File: src/rtl/flr_csr_pkg.sv
// Shared types and constants for the FLR CSR responder.
package flr_csr_pkg;

    localparam logic [15:0] DFH_OFS     = 16'h0000;
    localparam logic [15:0] SCRATCH_OFS = 16'h0008;
    localparam logic [15:0] TESTPAD_OFS = 16'h0028;
    localparam logic [63:0] ERR_DATA    = 64'hFFFF_FFFF_FFFF_FFFF;

    // Response tags are carried at this width; TAG_W of the top must not exceed it.
    localparam int RSP_TAG_MAX_W = 16;

    typedef enum logic [1:0] {
        FLR_IDLE  = 2'd0,
        FLR_DRAIN = 2'd1,
        FLR_CLEAR = 2'd2,
        FLR_ACK   = 2'd3
    } flr_state_e;

    typedef struct packed {
        logic [63:0]              data;
        logic [RSP_TAG_MAX_W-1:0] tag;
        logic                     err;
    } rsp_t;

    // 64-bit accesses must be 8-byte aligned.
    function automatic logic is_aligned(input logic [2:0] addr_lsb);
        return (addr_lsb == 3'b000);
    endfunction

endpackage

File: src/rtl/flr_csr_rsp_fifo.sv
// Two-entry response FIFO; entry 0 is always the head presented to the consumer.
module flr_csr_rsp_fifo
    import flr_csr_pkg::*;
(
    input  logic       clk,
    input  logic       rst_n,
    input  logic       push,
    input  rsp_t       push_data,
    input  logic       pop,
    output rsp_t       head,
    output logic [1:0] count
);

    rsp_t       ent0_q, ent0_d;
    rsp_t       ent1_q, ent1_d;
    logic [1:0] cnt_q, cnt_d;
    logic       push_s;
    logic       pop_s;

    // Next-state of the shift-style storage; a full FIFO ignores push, an empty one ignores pop.
    always_comb begin
        ent0_d = ent0_q;
        ent1_d = ent1_q;
        cnt_d  = cnt_q;
        push_s = push && (cnt_q != 2'd2);
        pop_s  = pop && (cnt_q != 2'd0);
        case ({push_s, pop_s})
            2'b10: begin
                if (cnt_q == 2'd0) begin
                    ent0_d = push_data;
                end else begin
                    ent1_d = push_data;
                end
                cnt_d = cnt_q + 2'd1;
            end
            2'b01: begin
                ent0_d = ent1_q;
                cnt_d  = cnt_q - 2'd1;
            end
            2'b11: begin
                // Only reachable with one entry: the new entry replaces the departing head.
                ent0_d = push_data;
            end
            default: begin
                cnt_d = cnt_q;
            end
        endcase
    end

    // Storage and occupancy registers.
    always_ff @(posedge clk) begin
        if (!rst_n) begin
            ent0_q <= '0;
            ent1_q <= '0;
            cnt_q  <= 2'd0;
        end else begin
            ent0_q <= ent0_d;
            ent1_q <= ent1_d;
            cnt_q  <= cnt_d;
        end
    end

    assign head  = ent0_q;
    assign count = cnt_q;

endmodule

File: src/rtl/flr_csr_responder.sv
// MMIO responder for the PCIe-subsystem CSR window with per-function FLR handling.
module flr_csr_responder
    import flr_csr_pkg::*;
#(
    parameter int          NUM_FUNCS = 4,
    parameter logic [63:0] DFH_VALUE = 64'h3000000010000020,
    parameter logic [19:0] WIN_BASE  = 20'h10000,
    parameter int          TAG_W     = 10
) (
    input  logic             clk,
    input  logic             rst_n,
    input  logic             req_valid,
    output logic             req_ready,
    input  logic             req_write,
    input  logic [3:0]       req_func,
    input  logic [19:0]      req_addr,
    input  logic [63:0]      req_wdata,
    input  logic [TAG_W-1:0] req_tag,
    output logic             rsp_valid,
    input  logic             rsp_ready,
    output logic [63:0]      rsp_data,
    output logic [TAG_W-1:0] rsp_tag,
    output logic             rsp_err,
    input  logic             flr_req_valid,
    output logic             flr_req_ready,
    input  logic [3:0]       flr_func,
    output logic             flr_ack
);

    flr_state_e  state_q, state_d;
    logic [3:0]  flr_func_q, flr_func_d;
    logic        flr_ack_q, flr_ack_d;
    logic        flr_req_ready_q, flr_req_ready_d;
    logic        req_ready_q, req_ready_d;
    logic [63:0] scratch_q [NUM_FUNCS];
    logic [63:0] scratch_d [NUM_FUNCS];
    logic [63:0] testpad_q [NUM_FUNCS];
    logic [63:0] testpad_d [NUM_FUNCS];

    logic        accept_s;
    logic        pop_s;
    logic        push_s;
    logic        req_err_s;
    logic [63:0] rd_data_s;
    logic [63:0] sel_scratch_s;
    logic [63:0] sel_testpad_s;
    logic [15:0] offset_s;
    rsp_t        push_data_s;
    rsp_t        fifo_head_s;
    logic [1:0]  fifo_cnt_s;
    logic [1:0]  fifo_cnt_next_s;
    logic        rsp_tag_unused_s;

    assign accept_s = req_valid && req_ready_q;
    assign pop_s    = rsp_valid && rsp_ready;
    assign offset_s = req_addr[15:0];

    // Decode, error classification and read-data selection from the current register values.
    always_comb begin
        sel_scratch_s = 64'd0;
        sel_testpad_s = 64'd0;
        for (int i = 0; i < NUM_FUNCS; i++) begin
            if (req_func == 4'(i)) begin
                sel_scratch_s = scratch_q[i];
                sel_testpad_s = testpad_q[i];
            end else begin
                sel_scratch_s = sel_scratch_s;
                sel_testpad_s = sel_testpad_s;
            end
        end
        req_err_s = (req_addr[19:16] != WIN_BASE[19:16])
                 || !is_aligned(req_addr[2:0])
                 || ({28'd0, req_func} >= 32'(NUM_FUNCS))
                 || (((state_q == FLR_DRAIN) || (state_q == FLR_CLEAR)) && (req_func == flr_func_q));
        case (offset_s)
            DFH_OFS:     rd_data_s = DFH_VALUE;
            SCRATCH_OFS: rd_data_s = sel_scratch_s;
            TESTPAD_OFS: rd_data_s = sel_testpad_s;
            default:     rd_data_s = 64'd0;
        endcase
        push_s           = accept_s && (!req_write || req_err_s);
        push_data_s.data = req_err_s ? ERR_DATA : rd_data_s;
        push_data_s.tag  = RSP_TAG_MAX_W'(req_tag);
        push_data_s.err  = req_err_s;
    end

    // Occupancy the FIFO will have next cycle, used for ready and drain decisions.
    always_comb begin
        case ({push_s, pop_s})
            2'b10:   fifo_cnt_next_s = fifo_cnt_s + 2'd1;
            2'b01:   fifo_cnt_next_s = fifo_cnt_s - 2'd1;
            default: fifo_cnt_next_s = fifo_cnt_s;
        endcase
    end

    // Register-file next state: accepted good writes, then the FLR clear of the latched function.
    always_comb begin
        scratch_d = scratch_q;
        testpad_d = testpad_q;
        for (int i = 0; i < NUM_FUNCS; i++) begin
            if (accept_s && req_write && !req_err_s && (req_func == 4'(i))) begin
                if (offset_s == SCRATCH_OFS) begin
                    scratch_d[i] = req_wdata;
                end else if (offset_s == TESTPAD_OFS) begin
                    testpad_d[i] = req_wdata;
                end else begin
                    scratch_d[i] = scratch_d[i];
                end
            end else begin
                scratch_d[i] = scratch_d[i];
            end
            if ((state_q == FLR_CLEAR) && (flr_func_q == 4'(i))) begin
                scratch_d[i] = 64'd0;
                testpad_d[i] = 64'd0;
            end else begin
                testpad_d[i] = testpad_d[i];
            end
        end
    end

    // FLR sequencing: IDLE -> DRAIN -> CLEAR -> ACK, with registered handshake outputs.
    always_comb begin
        state_d    = state_q;
        flr_func_d = flr_func_q;
        case (state_q)
            FLR_IDLE: begin
                if (flr_req_valid && flr_req_ready_q) begin
                    flr_func_d = flr_func;
                    if ({28'd0, flr_func} >= 32'(NUM_FUNCS)) begin
                        state_d = FLR_ACK;
                    end else begin
                        state_d = FLR_DRAIN;
                    end
                end else begin
                    state_d = FLR_IDLE;
                end
            end
            FLR_DRAIN: begin
                if (fifo_cnt_next_s == 2'd0) begin
                    state_d = FLR_CLEAR;
                end else begin
                    state_d = FLR_DRAIN;
                end
            end
            FLR_CLEAR: state_d = FLR_ACK;
            FLR_ACK:   state_d = FLR_IDLE;
            default:   state_d = FLR_IDLE;
        endcase
        flr_ack_d       = (state_d == FLR_ACK);
        flr_req_ready_d = (state_d == FLR_IDLE);
        req_ready_d     = (fifo_cnt_next_s != 2'd2) && (state_d != FLR_CLEAR);
    end

    // FLR state machine and handshake output registers.
    always_ff @(posedge clk) begin
        if (!rst_n) begin
            state_q         <= FLR_IDLE;
            flr_func_q      <= 4'd0;
            flr_ack_q       <= 1'b0;
            flr_req_ready_q <= 1'b1;
            req_ready_q     <= 1'b0;
        end else begin
            state_q         <= state_d;
            flr_func_q      <= flr_func_d;
            flr_ack_q       <= flr_ack_d;
            flr_req_ready_q <= flr_req_ready_d;
            req_ready_q     <= req_ready_d;
        end
    end

    // Per-function SCRATCHPAD and TESTPAD storage.
    always_ff @(posedge clk) begin
        if (!rst_n) begin
            for (int i = 0; i < NUM_FUNCS; i++) begin
                scratch_q[i] <= 64'd0;
                testpad_q[i] <= 64'd0;
            end
        end else begin
            scratch_q <= scratch_d;
            testpad_q <= testpad_d;
        end
    end

    flr_csr_rsp_fifo u_rsp_fifo (
        .clk       (clk),
        .rst_n     (rst_n),
        .push      (push_s),
        .push_data (push_data_s),
        .pop       (pop_s),
        .head      (fifo_head_s),
        .count     (fifo_cnt_s)
    );

    // Tag bits above TAG_W are always zero and are intentionally dropped.
    assign rsp_tag_unused_s = ^fifo_head_s.tag;

    assign rsp_valid     = (fifo_cnt_s != 2'd0);
    assign rsp_data      = fifo_head_s.data;
    assign rsp_tag       = fifo_head_s.tag[TAG_W-1:0];
    assign rsp_err       = fifo_head_s.err;
    assign req_ready     = req_ready_q;
    assign flr_req_ready = flr_req_ready_q;
    assign flr_ack       = flr_ack_q;

endmodule

File: config.mk
export PLATFORM = sky130hd
export DESIGN_NAME = flr_csr_responder
export DESIGN_NICKNAME = d
export VERILOG_FILES = /design/src/rtl/flr_csr_pkg.sv /design/src/rtl/flr_csr_rsp_fifo.sv /design/src/rtl/flr_csr_responder.sv
export SDC_FILE = /design/constraint.sdc
export NUM_CORES = 2
export LEC_CHECK = 0
export ABC_AREA = 1
export CORE_UTILIZATION = 40
export CTS_CLUSTER_DIAMETER = 60
export DETAILED_ROUTE_END_ITERATION = 10
export GPL_TIMING_DRIVEN = 0
export PLACE_DENSITY = 0.56
export SLEW_MARGIN = 0
export SYNTH_ARGS = -nofsm -noshare
export SYNTH_HDL_FRONTEND = slang
export SYNTH_SLANG_ARGS = --single-unit
export TNS_END_PERCENT = 5
File: constraint.sdc
create_clock -name clk -period 4.6 [get_ports clk]
set_input_delay 1.15 -clock clk [delete_from_list [all_inputs] [get_ports clk]]
set_output_delay 1.15 -clock clk [all_outputs]
set_load 0.01 [all_outputs]
==> results.py <==
metrics = {
    "outcome": {
        "status": "finished clean",
    },
    "clocking": {
        "clock_tree.root_cell": "clkbuf_16",
        "clk_transition_reported_paths_ps": 60,
        "htree_levels": 3,
        "cts.sink_count": 673,
        "holdBufCountCts": 0,
        "postCtsSetupRepairBufs": 0,
        "max_buffers_root_to_sink": 3,
        "cts_tree": "built",
        "worst_skew_pair_later_pin_latency_ps": 640,
        "cts_resized": 1,
        "cts_inserted_buffers": 78,
    },
    "synthesis": {
        "post_synth_instance_area_um2": 30800,
        "distinct_cells_synth": 41,
        "async_reset_ff_share_pct": 0,
        "ys_seq_elements": 673,
        "yosys_most_used_dff": "dfxtp_1",
        "syn-instance-count": 4394,
        "complex_gate_fraction_of_the_synthesized_area_pct": 14.4,
        "syn-mean-instance-area_um2": 7.02,
        "yosysSeqAreaShare_pct": 43.7,
        "post_synthesis_share_of_cell_area_spent_on_and_or_nand_and_nor_gates_pct": 32.6,
        "yosysWarnings": 0,
        "synthMuxAreaShare_pct": 0,
        "synth-adder-area-share_pct": 0.406,
        "postSynthNetCount": 4512,
        "largest_family_of_logic_cells_by_synthesized_area": "simple AND/OR/NAND/NOR gates",
        "synth-xor-area-share_pct": 0.0568,
        "synth_edf_count": 0,
    },
    "sta": {
        "grt_setup_unrepaired": "yes",
        "highest_clock_rate_mhz": 223,
        "worst_slew_pin_slew_ps": 1440,
        "skew_ps": 29.5,
        "finalSetupTns_ps": 0,
        "setup_viol_count_final": 0,
        "final.period_utilization_pct": 97.4,
        "fin_crit_ps": 4480,
        "final_hold_viol_count": 0,
        "timing_max_transition_violations_final": 0,
        "slew_headroom_pct": 3.85,
    },
    "critical_path": {
        "worstReg2RegStart": "state_q[0]",
        "critical_path.endpoint_type": "register",
        "critical_path_class": "input pin to register",
        "startpoint": "req_func[1]",
        "worstSetupStartpointType": "input pin",
        "reg2reg_slack_ps": 710,
        "worst_ep_required_time_ps": 5110,
        "timing.critical_path.fanout_max": 10,
        "arrival_ps": 4990,
    },
    "cells_and_area": {
        "final_net_count": 4713,
        "finalNonFillerCells": 5689,
        "flow.area_growth_from_synthesis_pct": 16.3,
        "post_route_cells_drive_above_1_share_pct": 9.42,
        "fillerInstances": 8034,
    },
    "floorplanning": {
        "start_util_pct": 40.5,
        "io_pins": 187,
        "vertical_die_dimension_um": 280,
        "core_area_um2": 76100,
        "die_area_um2": 78200,
        "placement_rows": 101,
        "dieWidth_um": 280,
    },
    "drt": {
        "routed-via-count": 32800,
        "detail_route.wirelength_um": 143000,
        "avgViaCountPerCell": 5.76,
        "route.detailed.wl_per_inst_um": 25.2,
        "drtPass1Iterations": 6,
        "remaining_drc_errors": 0,
        "antenna_left": 0,
        "dr.first_iter.drc_count": 4357,
    },
    "run": {
        "drv_cap": 0,
    },
    "power": {
        "post-layout-total-power_w": 0.0158,
        "vdd_ir_drop_max_uv": 238,
        "power_leakage_nw": 15.0,
        "pwr_dens_nw_per_um2": 441,
    },
    "placed_design": {
        "io_buffer_count": 122,
        "dp_cells": 5546,
        "routability_driven_placement_congestion_ratio": 0.982,
        "dpl.hpwl_um": 97900,
    },
    "hold_path": {
        "hp-start": "u_rsp_fifo.ent1_q[2]",
        "hp-class": "register to register",
    },
    "global_routing": {
        "grt_first_pass_wirelength_um": 204000,
        "grt_overflow_total": 0,
        "grt_start_max_net_pins": 20,
        "groute.usage.overall_pct": 35.8,
        "antenna_found_initial": 9,
        "first_global_vias": 29700,
    },
}
per-stage QoR:
step | hold WS, ps | utilization (%) | instance area, µm² | setup slack (ps)
final | 483 | 47.1 | 35900 | 121
after global routing | 500 | 47.1 | 35800 | -70.7
after CTS | 486 | 47.1 | 35800 | 24.4
after detailed placement | 472 | 43.8 | 33300 | -958
after global placement | 465 | 43.8 | 33300 | -934
after floorplan | 455 | - | 30800 | 1300
kinds of logic after synthesis:
group	after synthesis
DFF	673
buffers and inverters	634
adders and majority gates	10
and+or+nand+nor	2243
AOI/OAI and AO/OA	832
xor gates and xnor gates	2
cell type report:
class,count,area [µm²],share of cell area (%)
Tap cell,1030,1290,3.59
Clock buffer,112,2290,6.40
Multi-Input combinational cell,3087,14600,40.8
Clock inverter,22,185,0.516
Antenna cell,10,25.0,0.0698
Inverter,214,803,2.24
Timing Repair Buffer,122,1220,3.41
Sequential cell,673,13500,37.6
Buffer,419,1920,5.35
power by group:
part | total, W | internal (W) | switching, W
Clock | 0.00622 | 0.00357 | 0.00264
Combinational | 0.00310 | 0.00118 | 0.00192
Sequential | 0.00651 | 0.00629 | 0.000225
cell usage in the layout (no fill, tap or decap), types with 46 or more instances in the layout:
master,n
nor3_1,515
nand3_1,309
clkdlybuf4s50_1,122
clkbuf_1,175
inv_1,204
nand2_1,498
clkbuf_16,81
nor2_1,751
buf_2,161
buf_1,64
o21ai_1,149
o211ai_1,66
dfxtp_1,673
o21ai_0,531
o22ai_1,46
or2_2,88
cells in the mapped netlist (all sizes together) (2+ instances only):
| library cell | n | share of area [%] |
|---|---|---|
| nand3b | 40 | 0.97 |
| nor3 | 516 | 8.4 |
| nand4 | 11 | 0.27 |
| inv | 211 | 2.6 |
| o211ai | 66 | 1.6 |
| or2 | 88 | 1.8 |
| nor2 | 769 | 9.8 |
| o21a | 2 | 0.049 |
| nand3 | 311 | 5.1 |
| a21oi | 15 | 0.24 |
| dfxtp | 673 | 44 |
| o21ai | 680 | 11 |
| ha | 10 | 0.41 |
| o21bai | 9 | 0.22 |
| clkbuf | 169 | 2.1 |
| o22ai | 46 | 0.93 |
| clkinv | 3 | 0.037 |
| o41ai | 2 | 0.057 |
| nand2 | 506 | 6.3 |
| a31oi | 11 | 0.22 |
| buf | 251 | 4.1 |
per-layer routing:
metal  part of all wire, %  vias to the layer above  track usage [%]
met1                    41                    15500             47.9
li1                      -                    15000                -
met4                   5.5                        2             19.1
met3                    11                      369             8.53
met5                0.0084                        -                0
met2                    42                     1890             53.0
registers in the layout, summed over array words and instances (netlist names):
signal,flops
flr_ack,1
flr_func_q,4
flr_req_ready,1
req_ready,1
scratch_q,256
state_q,2
testpad_q,256
u_rsp_fifo.count,2
u_rsp_fifo.ent1_q,75
u_rsp_fifo.head,75
worst max-delay path, cell delays in order:
cell and delay (ps):
clkdlybuf4s50_1 750, xnor2_1 190, nand3_2 210, nand3_4 170, nand2_1 110, nor2_1 140, ha_1 160, nand2_1 260
nor2_2 590, clkdlybuf4s15_1 900, nand3_1 180, o211ai_1 120, inv_1 50
worst paths after layout:
kind                           end  cells after the start
max reg2reg  u_rsp_fifo.ent1_q[64]                     15
min reg2reg   u_rsp_fifo.ent1_q[2]                      2
max          u_rsp_fifo.ent1_q[64]                     13
min           u_rsp_fifo.ent1_q[2]                      2
Note: power is estimated with default switching activity, not from simulation.
